File: config.mk
export PLATFORM = sky130hd
export DESIGN_NAME = ex_mem_stage
export DESIGN_NICKNAME = d
export VERILOG_FILES = /design/src/rtl/cpu_pkg.sv /design/src/rtl/cond_check.sv /design/src/rtl/ex_mem_stage.sv
export SDC_FILE = /design/constraint.sdc
export NUM_CORES = 1
export LEC_CHECK = 0
export CAP_MARGIN = 20
export CORE_ASPECT_RATIO = 1.25
export CORE_MARGIN = 2
export CORE_UTILIZATION = 35
export DETAILED_ROUTE_END_ITERATION = 8
export HOLD_SLACK_MARGIN = 0.06
export PLACE_DENSITY_LB_ADDON = 0.1
export SYNTH_ARGS = -nofsm -noshare
export SYNTH_HDL_FRONTEND = slang
export SYNTH_SLANG_ARGS = --single-unit
export TNS_END_PERCENT = 10
File: constraint.sdc
create_clock -name clk -period 7.2 [get_ports clk]
set_clock_uncertainty 0.1 [all_clocks]
set_input_delay 1.44 -clock clk [delete_from_list [all_inputs] [get_ports clk]]
set_output_delay 1.44 -clock clk [all_outputs]
set_load 0.01 [all_outputs]
File: src/rtl/cpu_pkg.sv
// Shared LEGv8 pipeline types: branch kinds, ARM condition codes, ALU controls, flags.
package cpu_pkg;

    typedef enum logic [1:0] {
        BR_NONE = 2'b00,
        BR_CBZ  = 2'b01,
        BR_CBNZ = 2'b10,
        BR_COND = 2'b11
    } br_type_t;

    typedef logic [3:0] cond_t;

    localparam cond_t EQ = 4'b0000;
    localparam cond_t NE = 4'b0001;
    localparam cond_t HS = 4'b0010;
    localparam cond_t LO = 4'b0011;
    localparam cond_t MI = 4'b0100;
    localparam cond_t PL = 4'b0101;
    localparam cond_t VS = 4'b0110;
    localparam cond_t VC = 4'b0111;
    localparam cond_t HI = 4'b1000;
    localparam cond_t LS = 4'b1001;
    localparam cond_t GE = 4'b1010;
    localparam cond_t LT = 4'b1011;
    localparam cond_t GT = 4'b1100;
    localparam cond_t LE = 4'b1101;
    localparam cond_t AL = 4'b1110;

    typedef logic [2:0] alu_ctrl_t;

    localparam alu_ctrl_t ALU_PASS_B   = 3'b000;
    localparam alu_ctrl_t ALU_ADD      = 3'b010;
    localparam alu_ctrl_t ALU_SUBTRACT = 3'b011;
    localparam alu_ctrl_t ALU_AND      = 3'b100;
    localparam alu_ctrl_t ALU_OR       = 3'b101;
    localparam alu_ctrl_t ALU_XOR      = 3'b110;

    typedef struct packed {
        logic n;
        logic z;
        logic c;
        logic v;
    } nzcv_t;

endpackage

File: src/rtl/cond_check.sv
// Combinational ARM condition-code evaluator used for B.cond resolution.
module cond_check
    import cpu_pkg::*;
(
    input  logic [3:0] cond,
    input  logic [3:0] nzcv,
    output logic       taken
);

    nzcv_t f;
    assign f = nzcv_t'(nzcv);

    always_comb begin
        taken = 1'b0;
        case (cond)
            EQ: taken = f.z;
            NE: taken = ~f.z;
            HS: taken = f.c;
            LO: taken = ~f.c;
            MI: taken = f.n;
            PL: taken = ~f.n;
            VS: taken = f.v;
            VC: taken = ~f.v;
            HI: taken = f.c & ~f.z;
            LS: taken = ~f.c | f.z;
            GE: taken = (f.n == f.v);
            LT: taken = (f.n != f.v);
            GT: taken = ~f.z & (f.n == f.v);
            LE: taken = f.z | (f.n != f.v);
            // AL and 4'b1111 both mean "always"; unconditional B uses AL.
            default: taken = 1'b1;
        endcase
    end

endmodule

File: src/rtl/ex_mem_stage.sv
// EX/MEM pipeline register with the architectural NZCV flag register and branch resolution.
module ex_mem_stage
    import cpu_pkg::*;
#(
    parameter int DATA_W = 64,
    parameter int REG_AW = 5
) (
    input  logic              clk,
    input  logic              reset,
    input  logic              stall,
    input  logic              flush,
    input  logic              ex_valid,
    input  logic [DATA_W-1:0] alu_result,
    input  logic              alu_negative,
    input  logic              alu_zero,
    input  logic              alu_overflow,
    input  logic              alu_carry_out,
    input  logic              ex_set_flags,
    input  logic [1:0]        ex_br_type,
    input  logic [3:0]        ex_cond,
    input  logic [DATA_W-1:0] ex_store_data,
    input  logic [REG_AW-1:0] ex_rd,
    input  logic              ex_reg_write,
    input  logic              ex_mem_read,
    input  logic              ex_mem_write,
    output logic              mem_valid,
    output logic [DATA_W-1:0] mem_alu_result,
    output logic [DATA_W-1:0] mem_store_data,
    output logic [REG_AW-1:0] mem_rd,
    output logic              mem_reg_write,
    output logic              mem_mem_read,
    output logic              mem_mem_write,
    output logic              mem_branch_taken,
    output logic [3:0]        flags_nzcv
);

    nzcv_t    flags_q;
    br_type_t br_type;
    logic     cond_taken;
    logic     branch_taken;
    logic     advance;

    assign br_type = br_type_t'(ex_br_type);
    assign advance = ~stall & ~flush;

    // B.cond reads the registered flags, so a setter that also branches sees pre-update values.
    cond_check u_cond_check (
        .cond  (ex_cond),
        .nzcv  (flags_q),
        .taken (cond_taken)
    );

    always_comb begin
        branch_taken = 1'b0;
        case (br_type)
            BR_CBZ:  branch_taken = alu_zero;
            BR_CBNZ: branch_taken = ~alu_zero;
            BR_COND: branch_taken = cond_taken;
            default: branch_taken = 1'b0;
        endcase
        if (!ex_valid) begin
            branch_taken = 1'b0;
        end
    end

    always_ff @(posedge clk or posedge reset) begin
        if (reset) begin
            mem_valid        <= 1'b0;
            mem_alu_result   <= '0;
            mem_store_data   <= '0;
            mem_rd           <= '0;
            mem_reg_write    <= 1'b0;
            mem_mem_read     <= 1'b0;
            mem_mem_write    <= 1'b0;
            mem_branch_taken <= 1'b0;
        end else if (flush) begin
            mem_valid        <= 1'b0;
            mem_reg_write    <= 1'b0;
            mem_mem_read     <= 1'b0;
            mem_mem_write    <= 1'b0;
            mem_branch_taken <= 1'b0;
        end else if (!stall) begin
            mem_valid        <= ex_valid;
            mem_alu_result   <= alu_result;
            mem_store_data   <= ex_store_data;
            mem_rd           <= ex_rd;
            mem_reg_write    <= ex_reg_write;
            mem_mem_read     <= ex_mem_read;
            mem_mem_write    <= ex_mem_write;
            mem_branch_taken <= branch_taken;
        end
    end

    always_ff @(posedge clk or posedge reset) begin
        if (reset) begin
            flags_q <= '0;
        end else if (advance && ex_valid && ex_set_flags) begin
            flags_q <= '{n: alu_negative, z: alu_zero, c: alu_carry_out, v: alu_overflow};
        end
    end

    assign flags_nzcv = flags_q;

endmodule

==> impl_metrics.env, run 1 <==
export IMPL_setup_viol=0
export IMPL_place_congestion=0.768
export IMPL_pwr_density_cell_nw_per_um2=273
export IMPL_vdd_ir_drop_max_uv=139
export IMPL_p_int_mw=1.99
export IMPL_cap_violations=0
export IMPL_seqCellArea_um2=3550
export IMPL_swShare=0.234
export IMPL_syn_inst=330
export IMPL_p_sw_uw=606
export IMPL_clockRootBuffer="clkbuf_16"
export IMPL_p_leak_nw=4.02
export IMPL_setup_worst_path_class="input pin to flop"
export IMPL_via_per_inst=4.58
export IMPL_antenna_found_initial=0
export IMPL_antenna_cells=0
export IMPL_worst_slew_pin_slew_ns=1.11
export IMPL_numCtsBuffers=17
export IMPL_synth_top_area_share=0.621
export IMPL_initial_utilization=0.356
export IMPL_pin_count=294
export IMPL_crit_arrival_ns=3.86
export IMPL_yosys_top_cells_area="dfrtp_1 62%, mux2_4 17%, mux2_2 15%, buf_6 1.6%, mux2i_1 1.0%"
export IMPL_drive_gt1_frac=0.273
export IMPL_grt_max_degree=91
export IMPL_ys_seq_area_frac=0.621
export IMPL_multi_input_area_um2=2030
export IMPL_drt_initial_drc_count=98
export IMPL_regToRegSetupSlack_ns=5.78
export IMPL_final_max_slew_viol_count=0
export IMPL_cts_sinks=142
export IMPL_min_period_ns=3.67
export IMPL_most_common_layout_cells="293 x clkdlybuf4s50_1, 142 x dfrtp_1, 74 x mux2_2"
export IMPL_post_drt_wl_per_cell_um=17.2
export IMPL_cts_tree="built"
export IMPL_place_area_um2=8820
export IMPL_nets=780
export IMPL_max_freq_ghz=0.273
export IMPL_grt_pass1_wl_um=23400
export IMPL_die_x_um=118
export IMPL_syn_to_final_growth_pct=66.1
export IMPL_cts_hold_buf=0
export IMPL_totalPowerFinal_mw=2.59
export IMPL_syn_area_per_cell_um2=17.3
export IMPL_crit_path_max_fanout=72
export IMPL_cp_end_kind="flop"
export IMPL_num_rows=52
export IMPL_die_area_um2=17400
export IMPL_fillers=1343
export IMPL_ctsLongestPathBuffers=2
export IMPL_htreeDepth=4
export IMPL_syn_cell_area_um2=5720
export IMPL_synth_area_leader_cell="dfrtp_1"
export IMPL_dp_hpwl_um=10700
export IMPL_core_area_um2=16100
export IMPL_postRouteAntennaNets=0
export IMPL_first_pass_iters=4
export IMPL_finalHoldViolations=0
export IMPL_drc_errors=0
export IMPL_gr_total_overflow=0
export IMPL_track_usage=0.174
export IMPL_wl_um=14700
export IMPL_rsz0062_at_grt="false"
export IMPL_yosys_register_bits=142
export IMPL_final_area_um2=9510
export IMPL_cts_resized=0
export IMPL_p_seq_frac=0.379
export IMPL_final_common_cell="clkdlybuf4s50_1"
export IMPL_status="complete, no violations"
export IMPL_first_global_vias=4329
export IMPL_yosys_warnings=0
export IMPL_pwr_share_clk=0.389
export IMPL_synth_cell_types=23
export IMPL_p_comb_frac=0.232
export IMPL_relSlewSlack=0.261
export IMPL_post_cts_repair_setup_buffers=0
export IMPL_die_h_um=147
export IMPL_fin_crit_sh=0.509
export IMPL_vias=3922
export IMPL_fin_setup_tns_ns=0
export IMPL_syn_num_nets=482
export IMPL_insertion_delay_ns=0.42
export IMPL_clk_pin_slew_ns=0.06
export IMPL_io_buffers=293
export IMPL_required_ns=7.40
export IMPL_worstSetupStartpointType="input pin"
export IMPL_hp_class="flop to flop"
[sequential cells by signal (all words and copies together) (netlist names)]
signal / count
mem_branch_taken: 1
mem_alu_result: 64
mem_valid: 1
mem_mem_write: 1
flags_nzcv: 4
mem_rd: 5
mem_mem_read: 1
mem_store_data: 64
mem_reg_write: 1
[metal layers]
| metal | vias up | track usage | wire length [µm] |
|---|---|---|---|
| met5 | - | 0 | 0 |
| met4 | 0 | 0.0893 | 432 |
| met3 | 27 | 0.0745 | 1380 |
| met2 | 181 | 0.285 | 7300 |
| met1 | 1955 | 0.195 | 5600 |
| li1 | 1759 | - | - |
[final cells by class]
| type | instances | share of cell area |
|---|---|---|
| well taps | 216 | 0.0284 |
| clock inverters | 13 | 0.0247 |
| flip-flops and latches | 142 | 0.374 |
| inverters | 1 | 0.000921 |
| repair buffers | 296 | 0.311 |
| multi-input cells | 170 | 0.214 |
| clock buffers | 19 | 0.0476 |
[per-stage QoR]
stage	setup slack, ns	hold WS (ns)	cells	utilization
after global placement	3.18	0.390	825	0.549
after global routing	3.41	0.420	857	0.592
final	3.53	0.403	857	0.592
after CTS	3.54	0.408	857	0.592
after detailed placement	3.08	0.393	825	0.549
after floorplan	1.85	0.451	330	-
[kinds of logic after synthesis]
logic type | share of synthesized area
XOR/XNOR | 0.00612
AND/OR/NAND/NOR | 0.0175
flip-flops | 0.621
multiplexers | 0.324
buffers and inverters | 0.0243
AO/OA/AOI/OAI | 0.00721
[path summary, 6_finish.rpt]
path	depth (start not counted)	startpoint	to
worst min register to register	1	mem_alu_result[21]$_DFFE_PP0P_	mem_alu_result[21]$_DFFE_PP0P_
worst min-delay path	1	mem_alu_result[21]$_DFFE_PP0P_	mem_alu_result[21]$_DFFE_PP0P_
worst max-delay path	4	stall	mem_alu_result[38]$_DFFE_PP0P_
min in group asynchronous	2	reset	mem_store_data[1]$_DFFE_PP0P_
worst max register to register	5	flags_nzcv[0]$_DFFE_PP0P_	mem_branch_taken$_DFFE_PP0P_
max in group asynchronous	3	reset	mem_alu_result[53]$_DFFE_PP0P_
[critical path, cell delays in order]
cell,delay [ns]
clkdlybuf4s50_1,0.64
nor2_8,0.39
buf_4,0.88
mux2_2,0.42
[cells in the mapped netlist, drive strengths merged]
cell	count
a21oi	1
a311oi	1
and3	1
buf	16
clkbuf	1
dfrtp	142
inv	1
mux2	138
mux2i	6
nand2	1
nand3	2
nand3b	2
nor2	5
nor3	3
nor3b	2
o211ai	2
o21a	1
o21ai	1
xnor2	2
xor2	2
[power by group through the flow]
stage / Sequential [mW] / Combinational (mW) / Clock (mW)
floorplan: 1.05 / 0.192 / 0
global placement: 0.991 / 0.602 / 0
detailed placement: 0.996 / 0.609 / 0
CTS: 0.985 / 0.613 / 1.04
global route: 1.00 / 0.639 / 1.07
finish: 0.984 / 0.602 / 1.01
(Power assumes the default switching activity.)
==> run 2: changes to the inputs <==
Clock period 7.2 ns to 3.39 ns, I/O delays scaled along.
==> impl_metrics.env, run 2 (synthesis gave the netlist of run 1 again) <==
export IMPL_cts_sinks=142
export IMPL_totalPowerFinal_mw=5.35
export IMPL_fillers=1309
export IMPL_antenna_cells=0
export IMPL_setup_worst_path_class="input pin to flop"
export IMPL_vdd_ir_drop_max_uv=302
export IMPL_post_drt_wl_per_cell_um=17.9
export IMPL_num_rows=52
export IMPL_syn_to_final_growth_pct=66.1
export IMPL_drive_gt1_frac=0.275
export IMPL_regToRegSetupSlack_ns=1.96
export IMPL_drc_errors=0
export IMPL_min_period_ns=2.26
export IMPL_pin_count=294
export IMPL_cp_num_cells=4
export IMPL_final_common_cell="clkdlybuf4s50_1"
export IMPL_worstSetupStartpointType="input pin"
export IMPL_hp_class="input pin to async pin"
export IMPL_dp_cells=828
export IMPL_r2r_start="flags_nzcv[0]$_DFFE_PP0P_"
export IMPL_nets=783
export IMPL_swShare=0.240
export IMPL_finalHoldViolations=0
export IMPL_cap_violations=0
export IMPL_p_leak_nw=4.02
export IMPL_pwr_share_clk=0.367
export IMPL_fin_setup_tns_ns=0
export IMPL_slowest_delay_ns=0.64
export IMPL_core_area_um2=16100
export IMPL_first_pass_iters=3
export IMPL_cts_hold_buf=0
export IMPL_dp_hpwl_um=11300
export IMPL_crit_path_cell_trace="clkdlybuf4s50_1, nor2_8, buf_4, mux2_2"
export IMPL_required_ns=3.59
export IMPL_via_per_inst=4.57
export IMPL_p_seq_frac=0.391
export IMPL_post_cts_repair_setup_buffers=0
export IMPL_die_h_um=147
export IMPL_gr_total_overflow=0
export IMPL_ff2ff_path_depth=5
export IMPL_slowest_stage="clkdlybuf4s50_1"
export IMPL_postRouteAntennaNets=0
export IMPL_first_global_vias=4303
export IMPL_clockRootBuffer="clkbuf_16"
export IMPL_grt_pass1_wl_um=24000
export IMPL_cts_resized=0
export IMPL_crit_family="buffers and inverters"
export IMPL_vias=3930
export IMPL_clk_pin_slew_ns=0.06
export IMPL_track_usage=0.179
export IMPL_die_area_um2=17400
export IMPL_wl_um=15400
export IMPL_cp_end_kind="flop"
export IMPL_critical_path_buf_inv_count=2
export IMPL_htreeDepth=4
export IMPL_largestRegisters="mem_alu_result (64), mem_store_data (64), mem_rd (5)"
export IMPL_setup_viol=0
export IMPL_cts_tree="built"
export IMPL_crit_path_max_fanout=38
export IMPL_finalNonFillerCells=860
export IMPL_ctsLongestPathBuffers=2
export IMPL_pwr_density_cell_nw_per_um2=562
export IMPL_place_congestion=0.787
export IMPL_worst_slew_pin_slew_ns=0.527
export IMPL_p_int_mw=4.06
export IMPL_seqCellArea_um2=3550
export IMPL_r2r_end="mem_branch_taken$_DFFE_PP0P_"
export IMPL_whs_ns=0.402
export IMPL_io_buffers=293
export IMPL_p_comb_frac=0.241
export IMPL_status="complete, no violations"
export IMPL_relSlewSlack=0.648
export IMPL_final_max_slew_viol_count=0
export IMPL_rsz0062_at_grt="false"
export IMPL_multi_input_area_um2=2030
export IMPL_insertion_delay_ns=0.41
export IMPL_antenna_found_initial=0
export IMPL_grt_max_degree=75
export IMPL_initial_utilization=0.356
export IMPL_p_sw_mw=1.28
export IMPL_max_freq_ghz=0.443
export IMPL_numCtsBuffers=17
export IMPL_fin_crit_sh=0.666
export IMPL_die_x_um=118
export IMPL_drt_initial_drc_count=149
export IMPL_final_core_util=0.591
export IMPL_most_common_layout_cells="293 x clkdlybuf4s50_1, 142 x dfrtp_1, 74 x mux2_2"
export IMPL_crit_arrival_ns=2.46
[run 2: final cells by class]
class | instances | area share
sequential | 142 | 0.374
timing repair buffer | 299 | 0.317
multi-input combinational | 170 | 0.214
clock buffer | 23 | 0.0524
tap | 216 | 0.0284
clock inverter | 9 | 0.0137
inverter | 1 | 0.000790
[run 2: worst max-delay path by stage]
| stage | from | end | slack (ns) |
|---|---|---|---|
| after global routing | stall | mem_store_data[2]$_DFFE_PP0P_ | 1.06 |
| after CTS | flags_nzcv[0]$_DFFE_PP0P_ | flags_nzcv[0] | 1.10 |
| final | stall | mem_alu_result[28]$_DFFE_PP0P_ | 1.13 |
| after detailed placement | stall | mem_alu_result[28]$_DFFE_PP0P_ | 0.69 |
| after global placement | stall | mem_alu_result[31]$_DFFE_PP0P_ | 0.76 |
| after floorplan | reset | flags_nzcv[0]$_DFFE_PP0P_ | 0.83 |
[run 2: routing by layer]
| layer | track usage | vias to the layer above | wire length, µm |
|---|---|---|---|
| met3 | 0.0745 | 20 | 1200 |
| met4 | 0.0661 | 0 | 294 |
| met5 | 0 | - | 0 |
| met2 | 0.312 | 168 | 8130 |
| li1 | - | 1776 | - |
| met1 | 0.196 | 1966 | 5750 |
[run 2: power by group through the flow]
stage | Combinational (mW) | Clock (mW) | Sequential (mW)
final | 1.29 | 1.96 | 2.09
after detailed placement | 1.31 | 0 | 2.12
after CTS | 1.31 | 2.02 | 2.09
after global placement | 1.29 | 0 | 2.10
after global routing | 1.36 | 2.09 | 2.12
after floorplan | 0.408 | 0 | 2.22
[run 2: per-stage QoR]
step / setup slack, ns / cell area [µm²]
after floorplan: 0.835 / 5730
after global placement: 0.761 / 8880
after detailed placement: 0.685 / 8880
after CTS: 1.10 / 9510
after global routing: 1.06 / 9510
final: 1.13 / 9510
